[src/rtl/spi_cmd_ctrl_pkg.sv]
// spi_cmd_ctrl_pkg: shared field widths, command/error codes and FSM states for the SPI command path.
package spi_cmd_ctrl_pkg;
    localparam int CMD_BITS = 8;
    localparam int ADDR_BITS = 8;
    localparam int PAYLOAD_BITS = 8;
    localparam int MASTER_FRAME_WIDTH = CMD_BITS + ADDR_BITS + PAYLOAD_BITS;
    localparam int DEF_MAX_DUTY = 100;
    localparam logic [CMD_BITS-1:0] CMD_NOP = 8'h00;
    localparam logic [CMD_BITS-1:0] CMD_LED_SET = 8'h01;
    localparam logic [CMD_BITS-1:0] CMD_LED_GET = 8'h02;
    localparam logic [CMD_BITS-1:0] CMD_LED_CLR_ALL = 8'h03;
    localparam logic [CMD_BITS-1:0] CMD_STAT_CLR = 8'h04;
    localparam logic [CMD_BITS-1:0] CMD_ERR = 8'hFF;
    localparam logic [PAYLOAD_BITS-1:0] ERR_BAD_CMD = 8'h01;
    localparam logic [PAYLOAD_BITS-1:0] ERR_BAD_ADDR = 8'h02;

    typedef enum logic [1:0] {ST_IDLE, ST_CAPTURE, ST_EXEC, ST_RESP} state_t;

    function automatic logic [PAYLOAD_BITS-1:0] sat_duty(input logic [PAYLOAD_BITS-1:0] p, input int mx);
        return (int'(p) > mx) ? PAYLOAD_BITS'(mx) : p;
    endfunction
endpackage

[src/rtl/spi_cmd_ctrl_cs_sync.sv]
// spi_cs_sync: 2-flop synchroniser for the SPI chip select with start/end-of-frame pulse detection.
module spi_cs_sync (
    input  logic clk,
    input  logic rst,
    input  logic cs,
    output logic sof,
    output logic eof
);
    logic meta_q, sync_q, prev_q;

    // Reset high to match an idle bus so releasing rst never fakes an edge.
    always_ff @(posedge clk or posedge rst) begin
        if (rst) {meta_q, sync_q, prev_q} <= 3'b111;
        else {meta_q, sync_q, prev_q} <= {cs, meta_q, sync_q};
    end

    assign sof = prev_q & ~sync_q;
    assign eof = sync_q & ~prev_q;
endmodule

[src/rtl/spi_cmd_ctrl.sv]
// spi_cmd_ctrl: decodes each completed SPI frame, updates the LED duty bank and arms a response
// frame for the slave to shift out during the following transaction.
module spi_cmd_ctrl
    import spi_cmd_ctrl_pkg::*;
#(
    parameter int NUM_LEDS = 4,
    parameter int MAX_DUTY = DEF_MAX_DUTY
) (
    input  logic                             sysclk,
    input  logic                             rst,
    input  logic                             cs,
    input  logic [CMD_BITS-1:0]              rx_cmd,
    input  logic [ADDR_BITS-1:0]             rx_addr,
    input  logic [PAYLOAD_BITS-1:0]          rx_payload,
    output logic                             slv_tx_enb,
    output logic [MASTER_FRAME_WIDTH-1:0]    slv_frame,
    output logic [NUM_LEDS*PAYLOAD_BITS-1:0] led_duty,
    output logic                             busy,
    output logic                             err
);
    state_t state_q, state_d;
    logic [CMD_BITS-1:0] cmd_q, cmd_d;
    logic [ADDR_BITS-1:0] addr_q, addr_d;
    logic [PAYLOAD_BITS-1:0] pay_q, pay_d;
    logic [MASTER_FRAME_WIDTH-1:0] resp_q, resp_d, frame_q, frame_d;
    logic resp_vld_q, resp_vld_d, tx_enb_q, tx_enb_d, sof_seen_q, sof_seen_d, err_q, err_d;
    logic [PAYLOAD_BITS-1:0] duty_q [NUM_LEDS];
    logic [PAYLOAD_BITS-1:0] duty_d [NUM_LEDS];
    logic sof, eof, addr_ok, is_set, is_get, is_clr, is_stat, is_nop, bad_cmd, bad_addr;
    logic [PAYLOAD_BITS-1:0] cur, sat;

    spi_cs_sync u_cs_sync (
        .clk(sysclk),
        .rst(rst),
        .cs (cs),
        .sof(sof),
        .eof(eof)
    );

    always_comb begin
        addr_ok = 1'b0;
        cur = '0;
        for (int i = 0; i < NUM_LEDS; i++)
            if (addr_q == ADDR_BITS'(i)) begin
                addr_ok = 1'b1;
                cur = duty_q[i];
            end
    end

    assign sat = sat_duty(pay_q, MAX_DUTY);
    assign is_set = cmd_q == CMD_LED_SET;
    assign is_get = cmd_q == CMD_LED_GET;
    assign is_clr = cmd_q == CMD_LED_CLR_ALL;
    assign is_stat = cmd_q == CMD_STAT_CLR;
    assign is_nop = cmd_q == CMD_NOP;
    assign bad_cmd = !(is_set | is_get | is_clr | is_stat | is_nop);
    assign bad_addr = (is_set | is_get) & !addr_ok;

    // Effects land on entry to EXEC; the registered response is armed on entry to RESP.
    always_comb begin
        state_d = state_q;
        cmd_d = cmd_q;
        addr_d = addr_q;
        pay_d = pay_q;
        resp_d = resp_q;
        resp_vld_d = resp_vld_q;
        duty_d = duty_q;
        err_d = err_q | (eof & (state_q != ST_IDLE));
        frame_d = frame_q;
        tx_enb_d = tx_enb_q & !(eof & sof_seen_q);
        sof_seen_d = (sof_seen_q | (sof & tx_enb_q)) & !eof;
        unique case (state_q)
            ST_IDLE: if (eof) begin
                state_d = ST_CAPTURE;
                cmd_d = rx_cmd;
                addr_d = rx_addr;
                pay_d = rx_payload;
            end
            ST_CAPTURE: begin
                state_d = ST_EXEC;
                resp_vld_d = !is_nop;
                resp_d = bad_cmd  ? {CMD_ERR, addr_q, ERR_BAD_CMD}
                       : bad_addr ? {CMD_ERR, addr_q, ERR_BAD_ADDR}
                       : is_set   ? {CMD_LED_SET, addr_q, sat}
                       : is_get   ? {CMD_LED_GET, addr_q, cur}
                       : {cmd_q, {(ADDR_BITS + PAYLOAD_BITS){1'b0}}};
                err_d = bad_cmd | bad_addr | (err_q & !is_stat) | eof;
                for (int i = 0; i < NUM_LEDS; i++)
                    if (is_clr || (is_set && addr_q == ADDR_BITS'(i))) duty_d[i] = is_clr ? '0 : sat;
            end
            ST_EXEC: begin
                state_d = resp_vld_q ? ST_RESP : ST_IDLE;
                if (resp_vld_q) begin
                    frame_d = resp_q;
                    tx_enb_d = 1'b1;
                    sof_seen_d = 1'b0;
                end
            end
            ST_RESP: state_d = ST_IDLE;
        endcase
    end

    always_ff @(posedge sysclk or posedge rst) begin
        if (rst) begin
            state_q <= ST_IDLE;
            cmd_q <= '0;
            addr_q <= '0;
            pay_q <= '0;
            resp_q <= '0;
            resp_vld_q <= 1'b0;
            duty_q <= '{default: '0};
            err_q <= 1'b0;
            frame_q <= '0;
            tx_enb_q <= 1'b0;
            sof_seen_q <= 1'b0;
        end else begin
            state_q <= state_d;
            cmd_q <= cmd_d;
            addr_q <= addr_d;
            pay_q <= pay_d;
            resp_q <= resp_d;
            resp_vld_q <= resp_vld_d;
            duty_q <= duty_d;
            err_q <= err_d;
            frame_q <= frame_d;
            tx_enb_q <= tx_enb_d;
            sof_seen_q <= sof_seen_d;
        end
    end

    for (genvar i = 0; i < NUM_LEDS; i++) begin : g_led
        assign led_duty[i*PAYLOAD_BITS +: PAYLOAD_BITS] = duty_q[i];
    end

    assign slv_tx_enb = tx_enb_q;
    assign slv_frame = frame_q;
    assign busy = state_q != ST_IDLE;
    assign err = err_q;
endmodule
[config.mk]
export PLATFORM = sky130hd
export DESIGN_NAME = spi_cmd_ctrl
export DESIGN_NICKNAME = d
export VERILOG_FILES = /design/src/rtl/spi_cmd_ctrl_pkg.sv /design/src/rtl/spi_cmd_ctrl_cs_sync.sv /design/src/rtl/spi_cmd_ctrl.sv
export SDC_FILE = /design/constraint.sdc
export NUM_CORES = 1
export LEC_CHECK = 0
export CAP_MARGIN = 20
export CORE_UTILIZATION = 50
export CTS_BUF_LIST = sky130_fd_sc_hd__clkbuf_4 sky130_fd_sc_hd__clkbuf_8
export DETAILED_ROUTE_END_ITERATION = 7
export PLACE_DENSITY = 0.77
export SKIP_CTS_REPAIR_TIMING = 1
export SYNTH_ARGS = -nofsm -noshare
export SYNTH_HDL_FRONTEND = slang
export SYNTH_HIERARCHICAL = 1
export SYNTH_SLANG_ARGS = --single-unit
[constraint.sdc]
create_clock -name sysclk -period 10.12 [get_ports sysclk]
set_input_delay 1.012 -clock sysclk [delete_from_list [all_inputs] [get_ports sysclk]]
set_output_delay 1.012 -clock sysclk [all_outputs]
set_load 0.05 [all_outputs]
Yosys cells after proc, flatten, opt, wreduce, memory -nomap -nowiden --
Cells that the tools add are included.
Word-level totals: flip-flop bits (word level) 113, input port bits 27, output and inout port bits 59, logic and storage cells 95
Cells by class: order comparisons 1, equality and inequality tests 11, multiplexer cells 22, bitwise operators 20, reduce and logical (&&, ||, !) cells 24
Operator list (number):
- $mux W24 | 4
- $mux W8 | 6
- $eq A8 B2 Y1 const B | 4
- $eq A8 B1 Y1 const B | 2
- $logic_not A8 Y1 | 2
- $reduce_and A2 Y1 | 6
- $and A1 B1 Y1 | 9
- $mux W1 | 9
- $or A1 B1 Y1 | 9
- $eq A8 B3 Y1 const B | 1
- $gt A8 B7 Y1 const B | 1
- $pmux W2 S4 | 1
- $logic_not A1 Y1 | 6
- $eq A2 B2 Y1 const B | 2
- $logic_and A1 B1 Y1 | 4
- $logic_or A1 B1 Y1 | 4
- $mux W2 | 2
- $eq A2 B1 Y1 const B | 1
- $logic_not A2 Y1 | 1
- $ne A2 B2 Y1 const B | 1
- $not A1 Y1 | 2
- $reduce_bool A2 Y1 | 1

Longest topological paths before layout --
Gate-level depths: netlist (run 1).
word-level depth 11, mapped depth 7, mapped depth without buffers 5

Cells and area by module --
The synthesis (run 1) kept the hierarchy.
Modules (own cells, without submodules):
- spi_cmd_ctrl | times used 1, cells each 415, area each 4668.2 sq um, seq. area each 2752.6 sq um
- spi_cs_sync | times used 1, cells each 6, area each 97.6 sq um, seq. area each 78.8 sq um

Worst setup path after synthesis (run 1) --
Ideal clock, no wire load.
path kind reg2reg, start point reg state_q[1], end point reg addr_q[2], setup time 0.125 ns, arrival 2.034 ns, data required time 9.995 ns, slack 7.961 ns, stages on the path, launching flop included 5, path buffers 1, period minus slack after synthesis 2.159 ns, path through dfrtp_1 -> or2_2 -> nor2_1 -> clkbuf_1 -> mux2_2
On the way: word-level cells in the longest chain between the ends 2
Ends and longest elaborated chain:
- start: declaration | line spi_cmd_ctrl.sv:21 | state_t state_q, state_d;
- start signal: assignment | line spi_cmd_ctrl.sv:117 | state_q <= state_d;
- $logic_not A2 Y1 | line spi_cmd_ctrl.sv:72 | unique case (state_q)
- $reduce_and A2 Y1 (no source line)
- end signal: assignment | line spi_cmd_ctrl.sv:119 | addr_q <= addr_d;
- end: declaration | line spi_cmd_ctrl.sv:23 | logic [ADDR_BITS-1:0] addr_q, addr_d;
Every way passes these cells. A chain may end at the register's enable or synchronous reset.

Worst setup path in the final report (run 1) --
start point reg state_q[1], end point out busy
On the way: word-level cells in the longest chain between the ends 1
Ends and longest elaborated chain:
- $reduce_bool A2 Y1 | line spi_cmd_ctrl.sv:137 | assign busy = state_q != ST_IDLE;
- end: declaration | line spi_cmd_ctrl.sv:18 | output logic busy,
Every way passes these cells.

==> results of run 1 <==
[cells in the mapped netlist, types with 4 or more instances]
cell type and count:
nor4_1 4, nand2_1 85, mux2i_1 4, o22ai_1 6, a21oi_1 8, a31oi_1 4, mux2_2 51, clkbuf_1 16
nor2_1 31, inv_1 7, nor2b_1 6, nand2b_1 4, nor3_1 14, o21ai_0 10, a22o_1 8, dfrtp_1 110
and2_1 5
[cells by family after synthesis]
| kind of cell | count (synthesis) |
|---|---|
| compound gates | 56 |
| xor+xnor | 1 |
| buf+inv | 27 |
| flops | 113 |
| mux | 56 |
| simple gates | 168 |
[flip-flops by register name, summed over array words and instances, names as in the netlist]
name,flops
resp_q,24
addr_q,8
led_duty,32
u_cs_sync/meta_q,1
sof_seen_q,1
cmd_q,8
slv_tx_enb,1
pay_q,8
state_q,2
u_cs_sync/prev_q,1
slv_frame,24
u_cs_sync/sync_q,1
resp_vld_q,1
err,1
[worst register-to-register path: stages (launching register included)]
cell	delay (ns)
dfrtp_1	0.39
or4_4	0.60
nor3_4	0.22
nand3_2	0.17
nor2_2	0.45
mux2_2	0.40
[how the worst max path moves through the flow]
stage                    start  slack (ns)      endpoint  cells after the start
floorplan                  rst        6.21     addr_q[0]                      1
global placement           rst        7.37  led_duty[21]                      3
detailed placement         rst        7.36   led_duty[5]                      3
CTS                 state_q[1]        7.20          busy                      2
global route        state_q[1]        7.16          busy                      2
finish              state_q[1]        7.19          busy                      2
[metal layers]
layer / share of wire / GRT usage / vias up
met1: 0.45 / 0.324 / 1765
li1: - / - / 1648
met3: 0.060 / 0.0625 / 16
met4: 0.014 / 0.0882 / 0
met5: 0 / 0 / -
met2: 0.48 / 0.372 / 149
[final cells by class]
cell class,instances,area share
Clock buffer,17,0.0380
Clock inverter,15,0.0319
Inverter,8,0.00528
Multi-Input combinational cell,281,0.297
Sequential cell,113,0.459
Tap cell,129,0.0262
Timing Repair Buffer,89,0.143
[power by group through the flow]
stage               sequential (uW)  clock [uW]  combinational [uW]
global route                    748         484                 774
finish                          728         454                 718
floorplan                       858           0                 357
CTS                             727         460                 720
global placement                726           0                 702
detailed placement              734           0                 715
[placed cells by master (no fill, tap or decap), types with 8 or more instances in the layout]
| cell type | synthesis | layout |
|---|---|---|
| a21oi_1 | 8 | 8 |
| a22o_1 | 8 | 8 |
| clkbuf_8 | 0 | 17 |
| clkdlybuf4s50_1 | 0 | 85 |
| dfrtp_1 | 110 | 110 |
| mux2_2 | 51 | 51 |
| nand2_1 | 85 | 85 |
| nor2_1 | 31 | 30 |
| nor3_1 | 14 | 14 |
| o21ai_0 | 10 | 10 |
[per-stage QoR]
step | hold WS, ns | cells | instance area, sq um | utilization
after floorplan | 0.345 | 421 | 4770 | -
after global placement | 0.349 | 620 | 5730 | 0.621
after detailed placement | 0.359 | 620 | 5730 | 0.621
after CTS | 0.370 | 652 | 6160 | 0.667
after global routing | 0.373 | 652 | 6160 | 0.667
final | 0.367 | 652 | 6160 | 0.667
==> results_dict.tcl, run 1 <==
set metrics [dict create \
    setup-tns-final_ns 0 \
    combPwrFrac 0.378 \
    pin_count 86 \
    drive_above_1_share 0.210 \
    tightest_slew_ns 0.968 \
    ir_drop_mv 0.166 \
    insertion_delay_ns 0.43 \
    synth.area.mux_share 0.134 \
    synthToLayoutAreaGrowth_pct 29.4 \
    grt_use_total 0.239 \
    die_area_sq_um 9930 \
    drc 0 \
    worstPathMaxFanout 5 \
    crit_path_start_kind "register" \
    drv_slew 0 \
    timing.fmax_mhz 342 \
    avgSynthCellArea_sq_um 11.3 \
    initial_core_util 0.516 \
    cp_slowest_cell "clkdlybuf4s50_1" \
    skew_ns 0.0136 \
    ff_latch_area_sq_um 2830 \
    power_uw 1900 \
    wl_um 10700 \
    finalHoldViolCount 0 \
    p_int_uw 1100 \
    powerDensity_nw_per_um2 308 \
    yosysWarnings 6 \
    drv_cap 0 \
    setup_slack_ns 7.19 \
    synth_xor_area_frac 0.00184 \
    fin_crit_ns 2.93 \
    holdPathStages 0 \
    synth_flop_cell "dfrtp_1" \
    clkPwrFrac 0.239 \
    grt_max_degree 81 \
    cpPeakStageDelay_ns 0.71 \
    r2r_start "cmd_q[3]" \
    h-tree-depth 4 \
    antenna_found_initial 0 \
    rsz0062_at_grt "false" \
    yosysTopAreaCell "dfrtp_1" \
    vias 3578 \
    seqPwrFrac 0.383 \
    synth_fa_ha_area_frac 0 \
    portBuffers 85 \
    holdCritPathClass "register to register" \
    dpl_worst_slack_ns 7.36 \
    grt_pass1_wl_um 18000 \
    cts-buffers-inserted 17 \
    overflow 0 \
    synth_top_family_by_area "simple AND/OR/NAND/NOR gates" \
    ant_nets 0 \
    final_nets 537 \
    multi_input_area_sq_um 1830 \
    cts_tree "done" \
    place_congestion 0.914 \
    r2r_cells 5 \
    setup_violations 0 \
    r2r_slack_ns 7.77 \
    num_rows 35 \
    switchingPower_uw 796 \
    clockBufferDepth 2 \
    synth_nets 448 \
    viasPerCell 5.49 \
    async_reset_ff_frac 1.00 \
    die_y_um 99.6 \
    synth_compound_area_frac 0.0848 \
    worstPathRequired_ns 9.11 \
    synth-edff-count 0 \
    clk_pin_slew_ns 0.07 \
    synth_area_leaders "dfrtp_1, mux2_2, nand2_1" \
    root_buffer "clkbuf_8" \
    yosysTopAreaCellShare 0.578 \
    diodes 0 \
    die_width_um 99.6 \
    dpl.hpwl_um 7370 \
    dr.pass1.iters 5 \
    synthCells 421 \
    cp_top_family "buffers and inverters" \
    path_cells "or2_2, clkdlybuf4s50_1" \
    ys_seq_area_frac 0.594 \
    synthSimpleGateAreaFrac 0.163 \
    p_leak_uw 0.00274 \
    slew_headroom 0.355 \
    wl_per_cell_um 16.4 \
    clkSinkCount 113 \
    min-delay-start "u_cs_sync/meta_q" \
    grt_pass1_vias 3553 \
    cp_num_buf_inv 1 \
    p_sw_frac 0.419 \
    r2r-end "led_duty[8]" \
    core_area_sq_um 9240 \
    arrival_ns 1.91 \
    status "finished clean" \
    crit_type "register to primary output" \
    drtIter0Drc 312 \
    ys_ff_latch 113 \
    min_period_over_period 0.289 \
    min_to "u_cs_sync/sync_q" \
    critPathCaptureType "primary output" \
    syn-cell-area_sq_um 4770 \
    fillers 713 \
    synthDistinctLibCells 52 \
]
No activity file was read; power rests on OpenSTA's default activity.
==> run 2, diff against run 1 <==
- clock period: 10.12 -> 2.7 ns (I/O delays scaled with it)
==> run 2 against run 1 <==
  * First-iteration DRC count fell by 40%
  * Setup slack got worse by 6.8 ns
  * Via count fell by 2.4%
  * Register-to-register slack got worse by 7.4 ns
  * Wire length rose by 2.4%
  * Die area did not move
  * Critical path depth rose by 3
  * Final area fell by 0.14%
  * Highest routed layer unchanged
==> results_dict.tcl, run 2 (synthesized netlist as in run 1, its figures left out) <==
set metrics [dict create \
    status "finished clean" \
    p_int_uw 4100 \
    die_area_sq_um 9930 \
    initial_core_util 0.516 \
    overflow 0 \
    viasPerCell 5.35 \
    critPathCaptureType "register" \
    powerDensity_nw_per_um2 1140 \
    clockBufferDepth 2 \
    arrival_ns 2.61 \
    h-tree-depth 4 \
    combPwrFrac 0.387 \
    crit_path_start_kind "register" \
    layout_common_cells "dfrtp_1, nand2_1, clkdlybuf4s50_1" \
    wl_per_cell_um 16.8 \
    min-delay-start "cs" \
    dpl.hpwl_um 7440 \
    drv_cap 0 \
    clkPwrFrac 0.223 \
    clk_pin_slew_ns 0.07 \
    fin_util 0.666 \
    clkSinkCount 113 \
    wl_um 11000 \
    p_sw_frac 0.415 \
    grt_pass1_wl_um 18500 \
    root_buffer "clkbuf_8" \
    synthToLayoutAreaGrowth_pct 29.2 \
    ir_drop_mv 0.566 \
    place_congestion 0.895 \
    grt_pass1_vias 3624 \
    setup_slack_ns 0.386 \
    r2r_start "cmd_q[3]" \
    slew_headroom 0.509 \
    num_rows 35 \
    r2r_cells 5 \
    finalHoldViolCount 0 \
    drtIter0Drc 186 \
    die_y_um 99.6 \
    holdCritPathClass "input port to register" \
    holdPathStages 1 \
    drv_slew 0 \
    worstPathRequired_ns 3.00 \
    rsz0062_at_grt "false" \
    grt_max_degree 111 \
    setup_violations 0 \
    drive_above_1_share 0.212 \
    antenna_found_initial 0 \
    r2r-end "led_duty[4]" \
    switchingPower_uw 2910 \
    drc 0 \
    core_area_sq_um 9240 \
    final_common_cell "dfrtp_1" \
    diodes 0 \
    pin_count 86 \
    portBuffers 85 \
    ant_nets 0 \
    cts_tree "done" \
    skew_ns 0.0125 \
    final_nets 539 \
    setup-tns-final_ns 0 \
    timing.fmax_mhz 432 \
    tightest_slew_ns 0.736 \
    worstPathMaxFanout 8 \
    seqPwrFrac 0.390 \
    insertion_delay_ns 0.42 \
    dpl_worst_slack_ns 0.416 \
    min_period_over_period 0.857 \
    min_to "u_cs_sync/meta_q" \
    crit_type "register to register" \
    fin_crit_ns 2.31 \
    r2r_slack_ns 0.39 \
    largest_reg_flops 32 \
    die_width_um 99.6 \
    p_leak_uw 0.00273 \
    vias 3491 \
    dr.pass1.iters 4 \
    grt_use_total 0.245 \
    cts-buffers-inserted 17 \
]
[run 2: area by class of cell]
type / count / area [sq um]
Sequential cell: 113 / 2830
Tap cell: 129 / 161
Timing Repair Buffer: 91 / 908
Inverter: 8 / 33.8
Clock inverter: 9 / 109
Fill cell: 730 / 3080
Clock buffer: 22 / 284
Multi-Input combinational cell: 281 / 1830
[run 2: power by group through the flow]
stage | registers, uW | logic [uW] | clock network, uW
finish | 2730 | 2720 | 1560
CTS | 2730 | 2720 | 1580
detailed placement | 2750 | 2700 | 0
floorplan | 3210 | 1340 | 0
global route | 2810 | 2940 | 1670
global placement | 2730 | 2640 | 0
[run 2: worst max-delay path: stages (launching register included)]
cell and delay [ns]:
dfrtp_1 0.39, or4_4 0.60, nor3_4 0.21, nand3_2 0.18, nor2_2 0.42, mux2_2 0.40
[run 2: worst max-delay path by stage]
stage	startpoint	end	slack [ns]	cells after the start
after floorplan	state_q[1]	addr_q[2]	0.54	4
after global placement	cmd_q[3]	led_duty[22]	0.51	5
after detailed placement	cmd_q[3]	led_duty[20]	0.42	5
after CTS	cmd_q[3]	led_duty[19]	0.39	5
after global routing	addr_q[2]	led_duty[29]	0.26	5
final	cmd_q[3]	led_duty[4]	0.39	5
[run 2: per-stage QoR]
step           total power (uW)  instances  area (sq um)  hold slack, ns
2_1_floorplan              4550        421          4770           0.203
3_3_place_gp               5370        622          5760           0.349
3_5_place_dp               5450        622          5760           0.348
4_1_cts                    7030        653          6160           0.248
5_1_grt                    7420        653          6160           0.245
6_report                   7010        653          6160           0.259
[run 2: routing by layer]
| layer | track usage | up-vias | part of all wire |
|---|---|---|---|
| met4 | 0.0871 | 0 | 0.010 |
| met3 | 0.0562 | 12 | 0.044 |
| li1 | - | 1644 | - |
| met5 | 0 | - | 0 |
| met1 | 0.341 | 1727 | 0.45 |
| met2 | 0.381 | 108 | 0.49 |
==> run 3, diff against run 2 <==
- PLACE_DENSITY: 0.77 -> 0.76
- SYNTH_HIERARCHICAL: 1 -> unset
==> run 3 against run 2 <==
  * Largest cell class unchanged
  * Largest power group is now combinational cells
  * Clock skew increased by 0.0038 ns
  * Final area increased by 2.6%
  * Power increased by 0.32%
  * Wire length decreased by 2.0%
  * Flip-flop and latch count unchanged
  * Non-clock buffer count increased by 5
  * Sequential power decreased by 3%
==> results_dict.tcl, run 3 <==
set metrics [dict create \
    h-tree-depth 4 \
    cts-buffers-inserted 17 \
    dpl.hpwl_um 7410 \
    synth_top_family_by_area "multiplexers" \
    switchingPower_uw 2800 \
    worstPathMaxFanout 8 \
    drtIter0Drc 168 \
    clockBufferDepth 2 \
    die_width_um 100 \
    ys_ff_latch 113 \
    placed_area_sq_um 5890 \
    root_buffer "clkbuf_8" \
    clk_pin_slew_ns 0.07 \
    portBuffers 85 \
    drv_slew 0 \
    yosysWarnings 0 \
    core_area_sq_um 9280 \
    arrival_ns 2.62 \
    holdCritPathClass "input port to register" \
    viasPerCell 5.60 \
    cts_tree "done" \
    avgSynthCellArea_sq_um 13.4 \
    design_area_sq_um 6310 \
    synthSimpleGateAreaFrac 0.0976 \
    grt_use_total 0.233 \
    fin_crit_ns 2.31 \
    dr.pass1.iters 4 \
    synthCells 362 \
    yosysTopAreaCell "dfrtp_1" \
    diodes 0 \
    timing.fmax_mhz 433 \
    critPathCaptureType "register" \
    post-synth-top-count-cell "dfrtp_1" \
    seqPwrFrac 0.377 \
    crit_path_start_kind "register" \
    final_common_cell "dfrtp_1" \
    synth_area_leaders "dfrtp_1, mux2_2, dfstp_2" \
    p_int_uw 4240 \
    pin_count 86 \
    ir_drop_mv 0.657 \
    crit_type "register to register" \
    overflow 0 \
    ant_nets 0 \
    initial_core_util 0.521 \
    rsz0062_at_grt "false" \
    combPwrFrac 0.382 \
    p_leak_uw 0.00264 \
    async_reset_ff_frac 1.00 \
    final_nets 489 \
    slew_headroom 0.537 \
    grt_max_degree 114 \
    setup_violations 0 \
    grt_pass1_wl_um 17500 \
    die_area_sq_um 10100 \
    multi_input_area_sq_um 1920 \
    drive_above_1_share 0.305 \
    p_sw_frac 0.398 \
    place_congestion 0.854 \
    antenna_found_initial 0 \
    grt_pass1_vias 3394 \
    powerDensity_nw_per_um2 1110 \
    fillers 725 \
    drc 0 \
    largest_reg_flops 32 \
    clkPwrFrac 0.241 \
    skew_ns 0.0163 \
    drv_cap 0 \
    yosysTopAreaCellShare 0.569 \
    die_y_um 100 \
    status "finished clean" \
    layout_common_cells "dfrtp_1, clkdlybuf4s50_1, mux2_2" \
    wl_per_cell_um 17.8 \
    vias 3383 \
    num_rows 35 \
    synth-edff-count 0 \
    wl_um 10700 \
    finalHoldViolCount 0 \
    synthToLayoutAreaGrowth_pct 30.6 \
    insertion_delay_ns 0.43 \
    ff_latch_area_sq_um 2830 \
    min_period_over_period 0.855 \
    syn-cell-area_sq_um 4830 \
    synth_top_cells_by_count "dfrtp_1, mux2_2, nand2_1" \
    ys_seq_area_frac 0.586 \
    tightest_slew_ns 0.694 \
    synth_compound_area_frac 0.0978 \
    worstPathRequired_ns 3.01 \
    synth_flop_cell "dfrtp_1" \
    synth.area.mux_share 0.202 \
    clkSinkCount 113 \
    synth_nets 389 \
    setup-tns-final_ns 0 \
    synthDistinctLibCells 53 \
    synth_xor_area_frac 0 \
    synth_fa_ha_area_frac 0 \
]
run 3: cell families (layout without fill, tap and decap cells):
group           count (synthesis)  in the layout
flops                         113            113
compound gates                 64             64
simple gates                   80             80
buf+inv                        21            134
mux                            84             84
run 3: power by group through the flow:
stage / clock (uW) / sequential, uW / combinational [uW]
floorplan: 0 / 3140 / 1330
global placement: 0 / 2650 / 2640
detailed placement: 0 / 2680 / 2690
CTS: 1720 / 2650 / 2700
global route: 1800 / 2720 / 2870
finish: 1690 / 2650 / 2690
run 3: final timing paths:
| kind | from | to | slack [ns] | cells after the start |
|---|---|---|---|---|
| max | addr_q[2] | led_duty[4] | 0.39 | 4 |
| min | cs | u_cs_sync.meta_q | 0.25 | 1 |
| max reg2reg | addr_q[2] | led_duty[4] | 0.39 | 4 |
| min reg2reg | u_cs_sync.meta_q | u_cs_sync.sync_q | 0.37 | 0 |
| max in group asynchronous | rst | slv_frame[13] | 1.90 | 3 |
| min in group asynchronous | rst | pay_q[1] | 0.36 | 3 |
run 3: through the flow:
step,setup slack [ns],hold WS [ns],util,total power [uW],cells
4_1_cts,0.399,0.229,0.680,7070,604
2_1_floorplan,0.593,0.274,-,4470,362
5_1_grt,0.293,0.248,0.680,7390,604
6_report,0.393,0.246,0.680,7030,604
3_5_place_dp,0.406,0.356,0.634,5360,572
3_3_place_gp,0.434,0.347,0.634,5290,572
run 3: final cells by class:
type                    count  area share
flip-flops and latches    113       0.448
multi-input cells         228       0.305
repair buffers             96       0.150
clock buffers              18      0.0392
clock inverters            14      0.0283
well taps                 129      0.0256
inverters                   6     0.00416
run 3: per-layer routing:
metal / GRT usage / up-vias / wire length, um / share of wire
li1: - / 1549 / - / -
met1: 0.325 / 1705 / 4920 / 0.46
met2: 0.356 / 109 / 5140 / 0.48
met3: 0.0501 / 20 / 482 / 0.045
met5: 0 / - / 0 / 0
met4: 0.0981 / 0 / 206 / 0.019
run 3: critical path: stages, from the launching register on:
cell	delay, ns
dfrtp_1	0.43
or4_4	0.60
or4_4	0.45
a21oi_4	0.34
mux2_2	0.38
